File: config.mk
export PLATFORM = sky130hd
export DESIGN_NAME = serial_add_ctrl_flat
export DESIGN_NICKNAME = d
export VERILOG_FILES = /design/src/rtl/adder_pkg.sv /design/src/rtl/serial_add_ctrl_if.sv /design/src/rtl/serial_add_ctrl_fa.sv /design/src/rtl/serial_add_ctrl.sv /design/src/flat_wrapper.sv
export SDC_FILE = /design/constraint.sdc
export NUM_CORES = 1
export LEC_CHECK = 0
export ABC_AREA = 1
export BUFFER_PORTS_ARGS = -buffer_cell sky130_fd_sc_hd__buf_2
export CORE_MARGIN = 5
export CORE_UTILIZATION = 58
export DETAILED_ROUTE_END_ITERATION = 12
export PLACE_DENSITY_LB_ADDON = 0.25
export SETUP_SLACK_MARGIN = 0.2
export SLEW_MARGIN = 15
export SYNTH_ARGS = -nofsm -noshare
export SYNTH_HDL_FRONTEND = slang
export SYNTH_SLANG_ARGS = --single-unit
File: constraint.sdc
create_clock -name clk -period 2 [get_ports clk]
set_input_delay 0.3 -clock clk [delete_from_list [all_inputs] [get_ports clk]]
set_output_delay 0.3 -clock clk [all_outputs]
set_load 0.05 [all_outputs]
File: src/rtl/adder_pkg.sv
// Shared types and constants for the bit-serial adder controller.
package adder_pkg;

    typedef enum logic [1:0] {
        IDLE = 2'd0,
        RUN  = 2'd1,
        DONE = 2'd2
    } state_t;

    localparam int DEFAULT_WIDTH = 8;
    localparam int CLK_PERIOD_NS = 20;

    // Bit counter width; a 1-bit operand still needs a 1-bit counter.
    function automatic int cnt_width(input int w);
        return (w > 1) ? $clog2(w) : 1;
    endfunction

endpackage

File: src/rtl/serial_add_ctrl_if.sv
// Operand request / result response handshake bundle for serial_add_ctrl.
interface serial_add_ctrl_if #(
    parameter int WIDTH = adder_pkg::DEFAULT_WIDTH
) ();

    logic             in_valid;
    logic             in_ready;
    logic [WIDTH-1:0] a;
    logic [WIDTH-1:0] b;
    logic             cin;
    logic             out_valid;
    logic             out_ready;
    logic [WIDTH-1:0] sum;
    logic             cout;
    logic             overflow;

    modport master (
        output in_valid, a, b, cin, out_ready,
        input  in_ready, out_valid, sum, cout, overflow
    );

    modport slave (
        input  in_valid, a, b, cin, out_ready,
        output in_ready, out_valid, sum, cout, overflow
    );

endinterface

File: src/rtl/serial_add_ctrl_fa.sv
// Single 1-bit full-adder cell reused every cycle by the serial controller.
module fullAdder (
    input  logic a,
    input  logic b,
    input  logic cin,
    output logic s,
    output logic cout
);

    logic p;

    assign p    = a ^ b;
    assign s    = p ^ cin;
    assign cout = (a & b) | (cin & p);

endmodule

File: src/rtl/serial_add_ctrl.sv
// Bit-serial adder: one full-adder cell stepped over WIDTH cycles, LSB first,
// with valid/ready handshakes on the operand and result sides.
module serial_add_ctrl
    import adder_pkg::*;
#(
    parameter int WIDTH = DEFAULT_WIDTH
) (
    input  logic             clk,
    input  logic             reset,
    serial_add_ctrl_if.slave bus
);

    localparam int               CNT_W    = cnt_width(WIDTH);
    localparam logic [CNT_W-1:0] LAST_CNT = CNT_W'(WIDTH - 1);
    localparam logic [WIDTH-1:0] MSB_ONE  = WIDTH'(1) << (WIDTH - 1);

    state_t           state_q, state_d;
    logic [WIDTH-1:0] a_sr_q, a_sr_d;
    logic [WIDTH-1:0] b_sr_q, b_sr_d;
    logic [WIDTH-1:0] sum_sr_q, sum_sr_d;
    logic             carry_q, carry_d;
    logic [CNT_W-1:0] cnt_q, cnt_d;
    logic [WIDTH-1:0] sum_q, sum_d;
    logic             cout_q, cout_d;
    logic             overflow_q, overflow_d;

    logic fa_s;
    logic fa_cout;

    fullAdder u_cell (
        .a   (a_sr_q[0]),
        .b   (b_sr_q[0]),
        .cin (carry_q),
        .s   (fa_s),
        .cout(fa_cout)
    );

    always_comb begin
        state_d    = state_q;
        a_sr_d     = a_sr_q;
        b_sr_d     = b_sr_q;
        sum_sr_d   = sum_sr_q;
        carry_d    = carry_q;
        cnt_d      = cnt_q;
        sum_d      = sum_q;
        cout_d     = cout_q;
        overflow_d = overflow_q;

        unique case (state_q)
            IDLE: begin
                if (bus.in_valid) begin
                    a_sr_d  = bus.a;
                    b_sr_d  = bus.b;
                    carry_d = bus.cin;
                    cnt_d   = '0;
                    state_d = RUN;
                end
            end
            RUN: begin
                a_sr_d   = a_sr_q >> 1;
                b_sr_d   = b_sr_q >> 1;
                sum_sr_d = (sum_sr_q >> 1) | (fa_s ? MSB_ONE : '0);
                carry_d  = fa_cout;
                cnt_d    = cnt_q + CNT_W'(1);
                if (cnt_q == LAST_CNT) begin
                    // carry_q here is the carry into the MSB, so overflow is
                    // resolved in the same edge that publishes the result.
                    cnt_d      = '0;
                    sum_d      = sum_sr_d;
                    cout_d     = fa_cout;
                    overflow_d = carry_q ^ fa_cout;
                    state_d    = DONE;
                end
            end
            DONE: begin
                if (bus.out_ready) begin
                    state_d = IDLE;
                end
            end
            default: state_d = IDLE;
        endcase
    end

    always_ff @(posedge clk) begin
        if (reset) begin
            state_q    <= IDLE;
            a_sr_q     <= '0;
            b_sr_q     <= '0;
            sum_sr_q   <= '0;
            carry_q    <= 1'b0;
            cnt_q      <= '0;
            sum_q      <= '0;
            cout_q     <= 1'b0;
            overflow_q <= 1'b0;
        end else begin
            state_q    <= state_d;
            a_sr_q     <= a_sr_d;
            b_sr_q     <= b_sr_d;
            sum_sr_q   <= sum_sr_d;
            carry_q    <= carry_d;
            cnt_q      <= cnt_d;
            sum_q      <= sum_d;
            cout_q     <= cout_d;
            overflow_q <= overflow_d;
        end
    end

    assign bus.in_ready  = (state_q == IDLE);
    assign bus.out_valid = (state_q == DONE);
    assign bus.sum       = sum_q;
    assign bus.cout      = cout_q;
    assign bus.overflow  = overflow_q;

endmodule

File: src/flat_wrapper.sv
// flat-port wrapper written by rule: the top's interface ports become plain ports
module serial_add_ctrl_flat import adder_pkg::*;
#(
    parameter int WIDTH = DEFAULT_WIDTH
)
  (clk, reset, bus_in_valid, bus_a, bus_b, bus_cin, bus_out_ready, bus_in_ready, bus_out_valid, bus_sum, bus_cout, bus_overflow);
  serial_add_ctrl_if #(.WIDTH(WIDTH)) bus_i ();
  input  logic clk;
  input  logic reset;
  input wire logic [$bits(bus_i.in_valid)-1:0] bus_in_valid;
  input wire logic [$bits(bus_i.a)-1:0] bus_a;
  input wire logic [$bits(bus_i.b)-1:0] bus_b;
  input wire logic [$bits(bus_i.cin)-1:0] bus_cin;
  input wire logic [$bits(bus_i.out_ready)-1:0] bus_out_ready;
  output wire logic [$bits(bus_i.in_ready)-1:0] bus_in_ready;
  output wire logic [$bits(bus_i.out_valid)-1:0] bus_out_valid;
  output wire logic [$bits(bus_i.sum)-1:0] bus_sum;
  output wire logic [$bits(bus_i.cout)-1:0] bus_cout;
  output wire logic [$bits(bus_i.overflow)-1:0] bus_overflow;
  assign bus_i.in_valid = bus_in_valid;
  assign bus_i.a = bus_a;
  assign bus_i.b = bus_b;
  assign bus_i.cin = bus_cin;
  assign bus_i.out_ready = bus_out_ready;
  assign bus_in_ready = bus_i.in_ready;
  assign bus_out_valid = bus_i.out_valid;
  assign bus_sum = bus_i.sum;
  assign bus_cout = bus_i.cout;
  assign bus_overflow = bus_i.overflow;
  serial_add_ctrl #(.WIDTH(WIDTH)) u_core (.clk(clk), .reset(reset), .bus(bus_i));
endmodule
## Yosys cells after proc, flatten, opt, wreduce, memory -nomap -nowiden

Cells that the tools add are included.

| word-level totals | value |
|---|---|
| flip-flop bits (word level) | 40 |
| input port bits | 21 |
| output and inout port bits | 12 |

| cells by class | value |
|---|---|
| add/sub/neg operators | 1 |
| equal/unequal tests | 6 |
| muxes and demuxes | 14 |
| bitwise logic cells | 7 |
| reduce and logical (&&, ||, !) cells | 5 |

Operators with widths:

| operator | number |
|---|---|
| one-hot mux 8 bit (2 select lines) | 2 |
| two-way mux 8 bit | 3 |
| bitwise OR 7 x 8 -> 8 bit | 1 |
| two-way mux 2 bit | 3 |
| two-way mux 3 bit | 2 |
| one-hot mux 2 bit (3 select lines) | 1 |
| one-hot mux 3 bit (2 select lines) | 1 |
| != test 2 bit, second input constant | 2 |
| AND reduction 2 bit | 2 |
| adder 3 x 1 -> 3 bit, second input constant | 1 |
| equality test 3 bit, second input constant | 1 |
| AND reduction 3 bit | 1 |
| XOR 1 bit | 3 |
| AND 1 bit | 2 |
| equality test 2 x 1 -> 1 bit, second input constant | 1 |
| equality test 2 bit, second input constant | 1 |
| logical NOT 2 bit | 1 |
| != test 2 x 1 -> 1 bit, second input constant | 1 |
| one-hot mux 1 bit (2 select lines) | 1 |
| nonzero test 2 bit | 1 |
| two-way mux 1 bit | 1 |
| bitwise OR 1 bit | 1 |

## Logic depth before layout (Yosys ltp)

Gate-level depths: netlist (run 1).

| depth | value |
|---|---|
| word-level depth | 4 |
| gate-level depth with buffers | 7 |
| depth with buffers taken out | 6 |

## Modules after synthesis

Synthesis (run 1) repeated with hierarchy kept, for this count alone.

| second synthesis, totals | value |
|---|---|
| cells, all modules | 282 |
| area total of the unflattened synthesis | 1884.3 µm² |

Modules (own cells, without submodules):

| module | times used | cells each | area each (µm²) | sequential area each (µm²) |
|---|---|---|---|---|
| serial_add_ctrl | 1 | 281 | 1864.3 | 780.7 |
| fullAdder | 1 | 1 | 20.0 | 0.0 |

## Worst setup path after synthesis (run 1)

OpenSTA, ideal clock, no wires.

| timing | value |
|---|---|
| path type | reg2reg |
| start point | reg u_core.state_q[0] |
| end point | reg u_core.a_sr_q[7] |
| library setup time | 0.071 ns |
| arrival | 1.477 ns |
| required time | 1.929 ns |
| path slack | 0.452 ns |
| cell stages (with the launch flop) | 5 |
| buffers on the path | 1 |
| path through | dfxtp_1 buf_6 nor2_1 nand3_1 a21oi_1 |

| on the way | value |
|---|---|
| longest elaborated chain between the ends | 3 |

Ends and longest elaborated chain:

| item | RTL line | source |
|---|---|---|
| from (decl) | serial_add_ctrl.sv:17 | `state_t state_q, state_d;` |
| from (signal assigned) | serial_add_ctrl.sv:96 | `state_q <= state_d;` |
| logical NOT 2 bit (*) | -- |  |
| via bus_in_ready | flat_wrapper.sv:15 | `output wire logic [$bits(bus_i.in_ready)-1:0] bus_in_ready;` |
| != test 2 bit (no source line) / nonzero test 2 bit (equally long branches) | -- |  |
| AND reduction 2 bit (no source line) | -- |  |
| to (signal assigned) | serial_add_ctrl.sv:97 | `a_sr_q <= a_sr_d;` |
| to (decl) | serial_add_ctrl.sv:18 | `logic [WIDTH-1:0] a_sr_q, a_sr_d;` |

The timed path passes the listed nets; every way through them passes the cells marked *.
A chain may end at the register's enable or synchronous reset.

## Worst setup path after layout (run 1)

| timing | value |
|---|---|
| start point | reg u_core.cnt_q[0] |
| end point | reg u_core.overflow_q, in the netlist u_core.bus.overflow |

| on the way | value |
|---|---|
| longest elaborated chain between the ends | 2 |

Ends and longest elaborated chain:

| item | RTL line | source |
|---|---|---|
| from (decl) | serial_add_ctrl.sv:22 | `logic [CNT_W-1:0] cnt_q, cnt_d;` |
| from (signal assigned) | serial_add_ctrl.sv:101 | `cnt_q <= cnt_d;` |
| equality test 3 bit | serial_add_ctrl.sv:65 | `if (cnt_q == LAST_CNT) begin` |
| AND reduction 2 bit (no source line) | -- |  |
| to (signal assigned) | serial_add_ctrl.sv:104 | `overflow_q <= overflow_d;` |
| to (decl) | serial_add_ctrl.sv:25 | `logic overflow_q, overflow_d;` |

No other way between the ends.

==> results of run 1 <==
-- tightest hold or removal path, delay by kind of cell --
family                 cells  cell delay (ns)
buffers and inverters      2             0.10
AOI/OAI and AO/OA          1             0.06
and+or+nand+nor            1             0.06
-- cells by family (layout without fill, tap and decap cells) --
kind of cell    Yosys count  count (layout)  share of synthesized area
flops                    39              39                     0.4351
buf+inv                  54              84                     0.1353
compound gates           39              39                     0.1151
simple gates            130             130                     0.2845
fa+ha+maj                 3               3                    0.02510
xor+xnor                  1               1                   0.004882
-- worst max-delay path by stage --
stage	startpoint	end	slack (ns)	depth (start not counted)
after CTS	u_core.cnt_q[0]$_SDFFE_PP0P_	u_core.bus.sum[7]$_SDFFE_PP0P_	0.37	5
after global routing	u_core.cnt_q[0]$_SDFFE_PP0P_	u_core.bus.sum[6]$_SDFFE_PP0P_	0.21	5
final	u_core.cnt_q[0]$_SDFFE_PP0P_	u_core.bus.overflow$_SDFFE_PP0P_	0.36	6
after detailed placement	u_core.cnt_q[0]$_SDFFE_PP0P_	u_core.bus.sum[1]$_SDFFE_PP0P_	0.40	5
after floorplan	u_core.state_q[0]$_SDFFE_PP0P_	u_core.a_sr_q[7]$_SDFFE_PP0P_	0.45	4
after global placement	u_core.cnt_q[0]$_SDFFE_PP0P_	u_core.bus.overflow$_SDFFE_PP0P_	0.44	5
-- per-layer routing --
metal	up-vias	wire length [µm]	GRT usage
li1	862	-	-
met1	694	1693	0.2409
met2	35	1440	0.2753
met3	8	172	0.04103
met4	0	75	0.09326
met5	-	0	0
-- through the flow --
step	instance area (µm²)	worst slack (ns)
finish	1996	0.3580
global route	1996	0.2138
CTS	1996	0.3668
detailed placement	1944	0.3985
global placement	1944	0.4355
floorplan	1794	0.4523
-- cell usage in the layout, fill, tap and decap left out --
cell type | Yosys | layout
sky130_fd_sc_hd__buf_4 | 5 | 6
sky130_fd_sc_hd__nand2_1 | 83 | 83
sky130_fd_sc_hd__dfxtp_1 | 39 | 39
sky130_fd_sc_hd__nand3_1 | 12 | 12
sky130_fd_sc_hd__o21ai_0 | 7 | 7
sky130_fd_sc_hd__ha_1 | 2 | 2
sky130_fd_sc_hd__fa_1 | 1 | 1
sky130_fd_sc_hd__clkinv_2 | 0 | 1
sky130_fd_sc_hd__a21oi_1 | 31 | 31
sky130_fd_sc_hd__o21ai_4 | 1 | 1
sky130_fd_sc_hd__nor2_4 | 1 | 1
sky130_fd_sc_hd__clkbuf_4 | 0 | 5
sky130_fd_sc_hd__inv_1 | 38 | 38
sky130_fd_sc_hd__nor2_1 | 34 | 34
sky130_fd_sc_hd__buf_2 | 5 | 32
sky130_fd_sc_hd__xor2_1 | 1 | 1
sky130_fd_sc_hd__inv_2 | 1 | 1
sky130_fd_sc_hd__clkinv_4 | 0 | 1
-- report_power, final --
part | internal [W] | switching, W
clock | 0.000131 | 0.000258
combinational | 0.0000979 | 0.000152
sequential | 0.000827 | 0.0000255
total | 0.00106 | 0.000436
-- state kept, by name, indices dropped and copies added, names as in the netlist --
register and flops:
u_core.bus.overflow 1, u_core.a_sr_q 8, u_core.bus.cout 1, u_core.carry_q 1, u_core.bus.sum 8, u_core.sum_sr_q 7
u_core.cnt_q 3, u_core.b_sr_q 8, u_core.state_q 2
-- cell type report --
class | count | area share
Timing Repair Buffer | 38 | 0.1028
Clock buffer | 5 | 0.01881
Clock inverter | 2 | 0.006897
Multi-Input combinational cell | 173 | 0.3862
Sequential cell | 39 | 0.3912
Inverter | 39 | 0.07335
Tap cell | 33 | 0.02069
==> impl_metrics.ini, run 1 <==
[outcome]
outcome = finished, final reports clean

[worst_hold_path]
holdPathStages = 4
min_delay_worst_endpoint = u_core.state_q[1]$_SDFFE_PP0P_
min_path_type = primary input to register
timing.hold.worst.start = bus_out_ready

[floorplanning]
die_x_um = 65.62
placementRows = 20
chipHeight_um = 65.62
core_area_um2 = 3003
die_area_um2 = 4306
boundaryPins = 33
initial_core_util = 0.5975

[global_route]
grt_max_degree = 36
number_of_global_route_vias_before_repair = 1420
grt_overflow_total = 0
grt_pass1_wl_um = 6099
gr-usage-all-layers = 0.1820
grt_antenna_before_repair = 0

[sta]
final_hold_vio_count = 0
max_freq_ghz = 0.6090
grt_setup_unrepaired = false
total_negative_setup_slack_ns = 0
post-route-period-util = 0.8210
finalMaxSlewViolations = 0
fin_worst_hold_slack_ns = 0.1986
final.min_clock_period_ns = 1.642
setup_viol = 0
final.setup_skew_ns = 0.02150
maxSlewHeadroom = 0.7208
transition_time_of_the_tightest_slew_check_pin_ns = 0.4188

[run]
max_cap_viol_count = 0

[setup_path]
worstPathArrival_ns = 1.94
timing.critical_path.buf_inv = 0
critical_path.reg2reg.startpoint = u_core.cnt_q[0]$_SDFFE_PP0P_
rrSetupSlack_ns = 0.36
critPathRequiredTime_ns = 2.29
crit_type = register to register
cp_max_fo = 12
critical-path-max-stage-delay_ns = 0.40
crit_top_cell = sky130_fd_sc_hd__nand2_1
worstReg2RegEnd = u_core.bus.overflow$_SDFFE_PP0P_
crit_chain = ha_1, ha_1, nand2_1, nand2_1, nand2_1, nor2_1
cp_slowest_cell = sky130_fd_sc_hd__ha_1
path_delay_family = simple AND/OR/NAND/NOR gates
setup.worst_path.start_class = register
reg2reg_depth = 6
endpoint_kind = register

[detailed_routing]
detail-route-antenna-nets = 0
route.vias.total = 1599
drt_pass1_iterations = 6
drt_drc_violations_left = 0
wire_per_inst_um = 10.28
postRouteWirelength_um = 3382
avgViaCountPerCell = 4.860
detailedRoute.firstIterationViolations = 57

[cells_and_area]
final-seq-area_um2 = 780.7
fin_cells = 329
layout.filler_cells = 292
fin_nets = 320
antennaDiodeCount = 0
post-route-util = 0.6646
layout-drive-gt1-share = 0.1622
syn2layout_area_growth_pct = 11.23
multi_input_area_um2 = 770.7

[clock_network]
postCtsSetupRepairBufs = 0
tritoncts_num_sinks = 39
clk_path_buf_depth = 2
cts_tree = yes
clock-root-buffer = sky130_fd_sc_hd__clkbuf_4
post_cts.resized_instances = 0
numCtsBuffers = 5
cts.clk_slew.worst_paths_ns = 0.13
clk-insertion-delay-late_ns = 0.35
htree_num_levels = 2
postCtsHoldBufs = 0

[placed_design]
numPortBuffers = 32
dp.cells = 322
detailed_place_hpwl_um = 2375
gpl.final_weighted_congestion = 0.7468

[yosys]
synth_net_count = 290
synth.most_common_cell = sky130_fd_sc_hd__nand2_1
synth-async-reset-ratio = 0
cell_taking_the_most_area_after_synthesis = sky130_fd_sc_hd__dfxtp_1
cell_types_with_the_largest_area_share_after_synthesis = sky130_fd_sc_hd__dfxtp_1, sky130_fd_sc_hd__nand2_1, sky130_fd_sc_hd__a21oi_1
postSynthRegisterBits = 39
synthDominantCellAreaShare = 0.4351
synth.lib_cells_used.distinct = 17
combined_area_of_all_synthesized_cells_um2 = 1794
yosys_warnings = 0
dominantRegCellSynth = sky130_fd_sc_hd__dfxtp_1
synth-edff-count = 0
yosysSeqAreaShare = 0.4351
synthCells = 266
postSynthAreaPerCell_um2 = 6.745
synthTopCellsByCount = sky130_fd_sc_hd__nand2_1, sky130_fd_sc_hd__dfxtp_1, sky130_fd_sc_hd__inv_1

[pwr]
power_w = 0.001491
cellPowerDensity_nw_per_um2 = 747.2
static_leakage_nw = 1.009
peak_supply_drop_mv = 0.5099
Note: power is estimated with default switching activity, not from simulation.
==> inputs of run 2 (changes only) <==
Settings changed: ABC_AREA 1 to 0, CORE_UTILIZATION 58 to 53.
Clock period 2 ns to 1.6 ns, I/O delays scaled along.
==> impl_metrics.ini, run 2 <==
[outcome]
outcome = finished, final reports clean

[setup_path]
worstReg2RegEnd = u_core.bus.sum[7]$_SDFFE_PP0P_
rrSetupSlack_ns = 0.28
critical_path.reg2reg.startpoint = u_core.cnt_q[0]$_SDFFE_PP0P_
setup.worst_path.start_class = register
cp_max_fo = 5
endpoint_kind = output pin
reg2reg_depth = 6
worstPathArrival_ns = 1.12
crit_type = register to output pin
critPathRequiredTime_ns = 1.36

[floorplanning]
chipHeight_um = 65.17
core_area_um2 = 2978
die_x_um = 65.17
die_area_um2 = 4246
boundaryPins = 33
initial_core_util = 0.5416
placementRows = 20

[cells_and_area]
mostFrequentLayoutCells = sky130_fd_sc_hd__nor2_1, sky130_fd_sc_hd__dfxtp_1, sky130_fd_sc_hd__nand2_1
final-seq-area_um2 = 787.0
fin_nets = 258
final_design_area_no_fill_um2 = 2027
layout.filler_cells = 247
syn2layout_area_growth_pct = 25.68
antennaDiodeCount = 0
layout-drive-gt1-share = 0.2979
mostFrequentLayoutCell = sky130_fd_sc_hd__nor2_1
multi_input_area_um2 = 790.8
fin_cells = 268

[detailed_routing]
postRouteWirelength_um = 3343
drt_pass1_iterations = 4
drt_drc_violations_left = 0
wire_per_inst_um = 12.47
route.vias.total = 1431
detailedRoute.firstIterationViolations = 99
avgViaCountPerCell = 5.340
detail-route-antenna-nets = 0

[yosys]
yosysSeqAreaShare = 0.4841
synth-adder-area-share = 0.02793
synthCells = 195
synth-edff-count = 0
synth_xor_xnor_area_share = 0.005431
synthTopCellsByCount = sky130_fd_sc_hd__nor2_1, sky130_fd_sc_hd__dfxtp_1, sky130_fd_sc_hd__nand2_1
yosys_warnings = 0
cell_types_with_the_largest_area_share_after_synthesis = sky130_fd_sc_hd__dfxtp_1, sky130_fd_sc_hd__nor2_1, sky130_fd_sc_hd__nand2_1
synth_compound_gate_area_share = 0.09542
synth.most_common_cell = sky130_fd_sc_hd__nor2_1
synth.area.mux_share = 0.006206
synth_net_count = 219
largest_family_of_logic_cells_by_synthesized_area = simple AND/OR/NAND/NOR gates
cell_taking_the_most_area_after_synthesis = sky130_fd_sc_hd__dfxtp_1
combined_area_of_all_synthesized_cells_um2 = 1613
synth-async-reset-ratio = 0
synthDominantCellAreaShare = 0.4841
postSynthAreaPerCell_um2 = 8.271
dominantRegCellSynth = sky130_fd_sc_hd__dfxtp_1
synth.lib_cells_used.distinct = 29
postSynthRegisterBits = 39
area_fraction_in_and_or_nand_and_nor_cells_after_synthesis = 0.3289

[sta]
final.setup_skew_ns = 0.01250
maxSlewHeadroom = 0.7596
finalMaxSlewViolations = 0
final.min_clock_period_ns = 1.358
grt_setup_unrepaired = true
max_freq_ghz = 0.7365
post-route-period-util = 0.8486
final_hold_vio_count = 0
total_negative_setup_slack_ns = 0
transition_time_of_the_tightest_slew_check_pin_ns = 0.3606
setup_viol = 0

[global_route]
grt_antenna_before_repair = 0
number_of_global_route_vias_before_repair = 1353
grt_pass1_wl_um = 5540
grt_max_degree = 23
grt_overflow_total = 0
gr-usage-all-layers = 0.1664

[worst_hold_path]
timing.hold.worst.start = bus_b[7]
min_path_type = primary input to register
min_delay_worst_endpoint = u_core.b_sr_q[7]$_SDFFE_PP0P_
holdPathStages = 3

[placed_design]
gpl.final_weighted_congestion = 0.7952
dp.cells = 254
placedInstanceArea_um2 = 1802
numPortBuffers = 32
detailed_place_hpwl_um = 2211

[clock_network]
clock-root-buffer = sky130_fd_sc_hd__clkbuf_4
cts_tree = yes
clk_path_buf_depth = 2
postCtsHoldBufs = 0
numCtsBuffers = 5
cts.clk_slew.worst_paths_ns = 0.11
tritoncts_num_sinks = 39
htree_num_levels = 2
clk-insertion-delay-late_ns = 0.35

[pwr]
power_w = 0.002081
static_leakage_nw = 0.8465
peak_supply_drop_mv = 0.6754
cellPowerDensity_nw_per_um2 = 1026

[run]
max_cap_viol_count = 0
-- run 2: cell count changes after synthesis, moves of 5 or more --
cell | previous run | this run
sky130_fd_sc_hd__nand2_1 | 83 | 32
sky130_fd_sc_hd__inv_1 | 38 | 1
sky130_fd_sc_hd__nor4_1 | 0 | 15
sky130_fd_sc_hd__a21oi_1 | 31 | 19
sky130_fd_sc_hd__nand3_1 | 12 | 0
sky130_fd_sc_hd__nor2_1 | 34 | 42
sky130_fd_sc_hd__nor2_2 | 0 | 6
sky130_fd_sc_hd__buf_4 | 5 | 0
sky130_fd_sc_hd__o21ai_0 | 7 | 2
-- run 2: stage by stage --
step                      utilization  hold slack (ns)  worst slack [ns]
after floorplan                     -           0.3999            0.2245
after global placement         0.6050           0.4400            0.2231
after detailed placement       0.6050           0.4456            0.1335
after CTS                      0.6555           0.1442            0.1305
after global routing           0.6807           0.1478            0.1765
final                          0.6807           0.1525            0.2422
-- run 2: kinds of logic (layout without fill, tap and decap cells) --
kind of cell / Yosys count / after routing
and+or+nand+nor: 110 / 111
DFF: 39 / 39
AOI/OAI and AO/OA: 27 / 27
buffers and inverters: 14 / 53
adders and majority gates: 3 / 3
xor gates and xnor gates: 1 / 1
muxes: 1 / 1
-- run 2: timing repair --
action,in CTS,in global routing
gates resized for setup,7,10
pin swaps,0,1
endpoints found under the setup margin,13,27
cloned,0,1
endpoints found under the hold margin,0,0
setup buffers,2,3
-- run 2: metal layers --
metal,share of wire,track usage,vias to the layer above
li1,-,-,729
met1,0.44,0.1957,657
met5,0,0,-
met3,0.066,0.06667,5
met4,0.013,0.04922,0
met2,0.48,0.2781,40
-- run 2: report_power, final --
group | total, W | internal, W | switching (W)
combinational | 0.000220 | 0.0000982 | 0.000122
sequential | 0.00105 | 0.00102 | 0.0000310
clock | 0.000814 | 0.000486 | 0.000328
-- run 2: area by class of cell --
type	instances	area share
Clock inverter	3	0.03333
Sequential cell	39	0.3883
Clock buffer	5	0.01852
Inverter	1	0.001852
Timing Repair Buffer	44	0.1475
Multi-Input combinational cell	143	0.3901
Tap cell	33	0.02037
-- run 2: how the worst max path moves through the flow --
stage               depth (start not counted)  slack [ns]                      startpoint                          endpoint
floorplan                                   2        0.22  u_core.state_q[0]$_SDFFE_PP0P_                      bus_in_ready
global placement                            5        0.22    u_core.cnt_q[0]$_SDFFE_PP0P_  u_core.bus.overflow$_SDFFE_PP0P_
detailed placement                          5        0.13    u_core.cnt_q[0]$_SDFFE_PP0P_  u_core.bus.overflow$_SDFFE_PP0P_
CTS                                         3        0.13  u_core.state_q[1]$_SDFFE_PP0P_                     bus_out_valid
global route                                3        0.18  u_core.state_q[1]$_SDFFE_PP0P_                     bus_out_valid
finish                                      3        0.24  u_core.state_q[1]$_SDFFE_PP0P_                     bus_out_valid
-- run 2: worst max-delay path, stage by stage (launching register included) --
cell and delay, ns:
sky130_fd_sc_hd__dfxtp_4 0.36, sky130_fd_sc_hd__buf_6 0.10, sky130_fd_sc_hd__nor2b_4 0.16, sky130_fd_sc_hd__buf_8 0.15
